===== config.mk =====
export PLATFORM = sky130hd
export DESIGN_NAME = credit_link_tx
export DESIGN_NICKNAME = d
export VERILOG_FILES = /design/src/rtl/credit_link_tx.sv
export SDC_FILE = /design/constraint.sdc
export NUM_CORES = 1
export LEC_CHECK = 0
export CORE_MARGIN = 2
export CORE_UTILIZATION = 30
export DETAILED_ROUTE_END_ITERATION = 10
export GPL_ROUTABILITY_DRIVEN = 1
export GPL_TIMING_DRIVEN = 0
export MAX_ROUTING_LAYER = met4
export PLACE_DENSITY = 0.45
export SLEW_MARGIN = 20
export SYNTH_ARGS = -nofsm -noshare
export SYNTH_HDL_FRONTEND = slang
export SYNTH_SLANG_ARGS = --single-unit

===== constraint.sdc =====
create_clock -name clk -period 3 [get_ports clk]
set_input_delay 0.45 -clock clk [delete_from_list [all_inputs] [get_ports clk]]
set_output_delay 0.45 -clock clk [all_outputs]
set_load 0.1 [all_outputs]

===== src/rtl/credit_link_tx.sv =====
// credit_link_tx: credit-based flit link transmitter with a local FIFO and a downstream credit counter
module credit_link_tx #(
    parameter int DATA_W      = 16,
    parameter int FIFO_DEPTH  = 4,
    parameter int NUM_CREDITS = 4
) (
    input  logic                               clk,
    input  logic                               reset,
    input  logic                               in_valid,
    input  logic [DATA_W-1:0]                  in_data,
    output logic                               in_ready,
    output logic                               valid_o,
    output logic [DATA_W-1:0]                  data_o,
    input  logic                               credit_i,
    output logic [$clog2(NUM_CREDITS+1)-1:0]   credit_cnt_o,
    output logic [$clog2(FIFO_DEPTH+1)-1:0]    fifo_cnt_o,
    output logic                               credit_err_o
);
    localparam int AW = $clog2(FIFO_DEPTH);
    localparam int CW = $clog2(NUM_CREDITS+1);
    localparam int FW = $clog2(FIFO_DEPTH+1);

    logic [DATA_W-1:0] mem [FIFO_DEPTH];
    logic [AW-1:0]     rd_ptr, wr_ptr;
    logic              push, send, sat;

    assign in_ready = fifo_cnt_o != FW'(FIFO_DEPTH);
    assign push     = in_valid && in_ready;
    assign send     = (fifo_cnt_o != '0) && (credit_cnt_o != '0);
    assign sat      = credit_i && !send && (credit_cnt_o == CW'(NUM_CREDITS));

    // Flit storage; stale contents are harmless because reset clears the pointers
    always_ff @(posedge clk) begin
        if (push) mem[wr_ptr] <= in_data;
    end

    // Pointers, occupancy, output register and credit accounting, all decided on pre-edge state
    always_ff @(posedge clk) begin
        if (reset) begin
            rd_ptr       <= '0;
            wr_ptr       <= '0;
            fifo_cnt_o   <= '0;
            valid_o      <= 1'b0;
            data_o       <= '0;
            credit_cnt_o <= CW'(NUM_CREDITS);
            credit_err_o <= 1'b0;
        end else begin
            wr_ptr       <= push ? wr_ptr + 1'b1 : wr_ptr;
            rd_ptr       <= send ? rd_ptr + 1'b1 : rd_ptr;
            fifo_cnt_o   <= fifo_cnt_o + FW'(push) - FW'(send);
            valid_o      <= send;
            data_o       <= send ? mem[rd_ptr] : data_o;
            credit_cnt_o <= sat ? credit_cnt_o : credit_cnt_o - CW'(send) + CW'(credit_i);
            credit_err_o <= credit_err_o || sat;
        end
    end
endmodule


-- After elaboration in Yosys (flattened, before gate mapping)
Memory sizes are Yosys's and may differ from the RTL's. A register that Yosys moved wholly into a read port is not among the register bits.
Index checks and enable logic that the tools add are counted.
- mux-type cells: 2
- $add $sub $neg: 6
- reduce and logical (&&, ||, !) cells: 8
- equal/unequal tests: 2
- operator list (kind ; number):
    adder 3 x 1 -> 3 bit ; 2
    nonzero test 3 bit ; 2
    subtractor 3 x 1 -> 3 bit ; 2
    adder 2 x 1 -> 2 bit, second input constant ; 2
    logical AND 1 bit ; 4
    == test 3 bit, second input constant ; 1
    != test 3 bit, second input constant ; 1
    2-to-1 mux 1 bit ; 2
    zero test 1 bit ; 1
    logical OR 1 bit ; 1
- output and inout port bits: 25
- bits of input ports: 20
- word-level logic and storage cells: 25
- flip-flop bits (word level): 12
- memories: 1
- memory bits (writable): 64
- memories (memory ; depth ; width ; read ports ; clocked after Yosys merged registers in ; wr ports ; line ; text):
    mem ; 4 ; 16 ; 1 ; 1 ; 1 ; 23 ; logic [DATA_W-1:0] mem [FIFO_DEPTH];

-- Depth between registers and ports, before layout
- depth in word-level cells: 6
- mapped depth: 10
- mapped depth without buffers: 9

-- Worst setup path after synthesis
Ideal clock, no wire load.
- path type: reg2reg
- start point: register fifo_cnt_o[1]
- end point: memory mem[0][0], enable pin
- required time: 2626 ps
- data arrival time: 2549 ps
- setup slack: 77 ps
- path buffers: 0
- cell stages (with the launch flop): 4
- cells stage by stage: dfxtp_1 -> nor3b_1 -> inv_1 -> and3_1
- cells in the longest elaborated chain, start to end: 4
- ends and longest elaborated chain (what ; line ; text):
    start, declared ; 16 ; output logic [$clog2(FIFO_DEPTH+1)-1:0] fifo_cnt_o,
    start signal, assigned ; 50 ; fifo_cnt_o <= fifo_cnt_o + FW'(push) - FW'(send);
    != test 3 bit ; 27 ; assign in_ready = fifo_cnt_o != FW'(FIFO_DEPTH);
    net in_ready ; 11 ; output logic in_ready,
    logical AND 1 bit ; 28 ; assign push = in_valid && in_ready;
    2-to-1 mux 1 bit ; 34 ; if (push) mem[wr_ptr] <= in_data;
    2-to-1 mux 1 bit (not written as such) ; 34 ;
    end, declared ; 23 ;
The timed path passes the listed nets, and every way through them passes these cells.

-- Worst setup path after layout
- start point: register fifo_cnt_o[2]
- end point: output port in_ready
- cells in the longest elaborated chain, start to end: 1
- ends and longest elaborated chain (what ; line):
    != test 3 bit ; 27
    end, declared ; 11
Every way passes these cells.

==> impl_metrics.tcl <==
set metrics [dict create \
    status "complete, no violations" \
    dp_cells 419 \
    clockBufferDepth 2 \
    cts_max_level 3 \
    gp_congestion 0.666 \
    setup_viol 0 \
    max_freq_mhz 359 \
    drc 0 \
    final_cells 434 \
    dr.pass1.iters 4 \
    whs_ps 474 \
    synth.top_cell.area_share 0.530 \
    fin_crit_sh 0.928 \
    arrival_ps 2330 \
    cts_sinks 92 \
    path_max_fanout 7 \
    num_vias 2068 \
    cts_made_buffers 9 \
    dp_hpwl_um 4800 \
    max_stage_delay_ps 1000 \
    syn_nets 257 \
    skew_ps 10.3 \
    synth_edf_count 64 \
    synth.avg_cell_area_um2 15.8 \
    antenna_cells 0 \
    fin_tns_setup_ps 0 \
    nets 311 \
    rsz0062_at_grt "no" \
    cts-hold-fix-buffers 0 \
    wl_um 7450 \
    synth_cell_types 31 \
    cts_root_buf "clkbuf_16" \
    fillerInstances 1164 \
    ys.warnings.count 0 \
    cp.required_ps 2550 \
    initialDrtViolationCount 109 \
    cts_tree "built" \
    worstSetupStartpointType "flip-flop" \
    insertion_delay_ps 340 \
    dieHeight_um 114 \
    netlist_instances 229 \
    cap_viol_max_count 0 \
    viasPerCell 4.76 \
    numPortBuffers 43 \
    cp-end-kind "output port" \
    start_util 0.304 \
    std_cell_rows 40 \
    slew-limit-headroom 0.335 \
    die_x_um 114 \
    crit_chain "nor3b_1, inv_1, clkdlybuf4s50_1" \
    grt_max_degree 17 \
    hold_path_class "flip-flop to flip-flop" \
    overflow 0 \
    antenna_left 0 \
    synth_area_leaders "edfxtp_1 (53%), dfxtp_1 (15%), mux4_1 (6.5%)" \
    critical_path_class "flip-flop to output port" \
    routedWlPerCell_um 17.2 \
    period_needed_ps 2780 \
    syn_to_final_growth_pct 25.0 \
    fin_area_um2 4530 \
    cp_slowest_cell "clkdlybuf4s50_1" \
    post_dp_cell_area_um2 4240 \
    antenna_found_initial 0 \
    clk_pin_slew_ps 70 \
    worstPathBufferInverterCount 2 \
    synthArstFlopShare 0 \
    grt_first_pass_wirelength_um 12000 \
    cts_resized 0 \
    drive_gt1_frac 0.122 \
    critical_path.top_delay_family "buffers and inverters" \
    netlist_area_um2 3630 \
    gr-usage-all-layers 0.131 \
    drv_slew 0 \
    yosys_register_bits 92 \
    yosysSeqAreaShare 0.685 \
    post-cts-setup-buffers 0 \
    synth_top_cell_by_area "edfxtp_1" \
    core-area_um2 11900 \
    hold_viol 0 \
    grt_pass1_vias 2169 \
    ioPinCount 45 \
    dieArea_um2 13000 \
    worstMarginPinSlew_ps 998 \
    synth-main-ff-cell "edfxtp_1" \
]
[cell families (layout without fill, tap and decap cells)]
kind of cell             after synthesis  in the layout  share of synthesized area
flip-flops                            92             92                      0.685
AND/OR/NAND/NOR                       47             47                     0.0707
AO/OA/AOI/OAI                         41             41                     0.0587
buffers and inverters                 20             78                     0.0328
multiplexers                          17             17                      0.112
adder cells (fa/ha/maj)                8              8                     0.0317
XOR/XNOR                               4              4                    0.00966
[stage by stage]
stage	utilization	setup slack, ps
floorplan	-	77.2
global placement	0.356	451
detailed placement	0.356	456
CTS	0.381	191
global route	0.381	26.2
finish	0.381	216
[cells in the final DEF, fill, tap and decap left out, types with 2 or more instances in the layout]
cell type         n
inv_1             6
edfxtp_1         64
o21ai_0          19
clkdlybuf4s50_1  43
and2_1            2
mux4_2            7
mux4_1            9
xnor2_1           2
buf_6             2
a21oi_1          19
nand2_1           2
xor2_1            2
fa_1              2
nand3_1          18
nor2_1            9
buf_2             7
and3_1            4
nor2b_1           3
or3_1             3
a41oi_1           2
clkbuf_1          4
clkinv_4          3
clkbuf_16         9
ha_1              6
nor3_1            2
dfxtp_1          28
[state kept, by name, summed over array words and instances (netlist names)]
signal	count
credit_cnt_o	3
credit_err_o	1
data_o	16
fifo_cnt_o	3
mem	64
rd_ptr	2
valid_o	1
wr_ptr	2
[routing by layer]
layer | up-vias | global-route usage | wire length, um
met4 | 0 | 0.0610 | 119
met3 | 7 | 0.0303 | 273
met1 | 1039 | 0.154 | 3180
met5 | - | - | 0
li1 | 985 | - | -
met2 | 37 | 0.213 | 3880
[cell usage after synthesis, drive strengths merged, types with 4 or more instances]
master / count
ha: 6
o21ai: 20
nor2: 9
inv: 6
mux4: 16
dfxtp: 28
a21oi: 19
nand3: 19
buf: 11
edfxtp: 64
and3: 4
[worst reg2reg max path: cells and delay by family, from the launching register on]
family        cells  cell delay, ps
simple gates      4             780
flops             1             400
fa+ha+maj         2             540
xor+xnor          2             300
buf+inv           2             230
[layout make-up]
type / instances / area (um^2) / area share
multi-input cells: 117 / 1020 / 0.226
repair buffers: 43 / 430 / 0.0949
plain buffers: 14 / 96.3 / 0.0213
inverters: 6 / 22.5 / 0.00497
flip-flops and latches: 92 / 2480 / 0.548
well taps: 147 / 184 / 0.0406
clock inverters: 5 / 63.8 / 0.0141
clock buffers: 10 / 229 / 0.0505
[final timing paths]
kind | from | end | slack [ps] | cells past startpoint
setup / recovery | fifo_cnt_o[2]$_SDFF_PP0_ | in_ready | 220 | 3
hold / removal | data_o[1]$_SDFFE_PP0P_ | data_o[1]$_SDFFE_PP0P_ | 470 | 2
setup reg to reg | credit_cnt_o[1]$_SDFFE_PP0N_ | fifo_cnt_o[2]$_SDFF_PP0_ | 690 | 10
hold reg to reg | data_o[1]$_SDFFE_PP0P_ | data_o[1]$_SDFFE_PP0P_ | 470 | 2
Power is not shown: default switching activity piles up to over one toggle a cycle in this logic, so the estimate is an artifact.
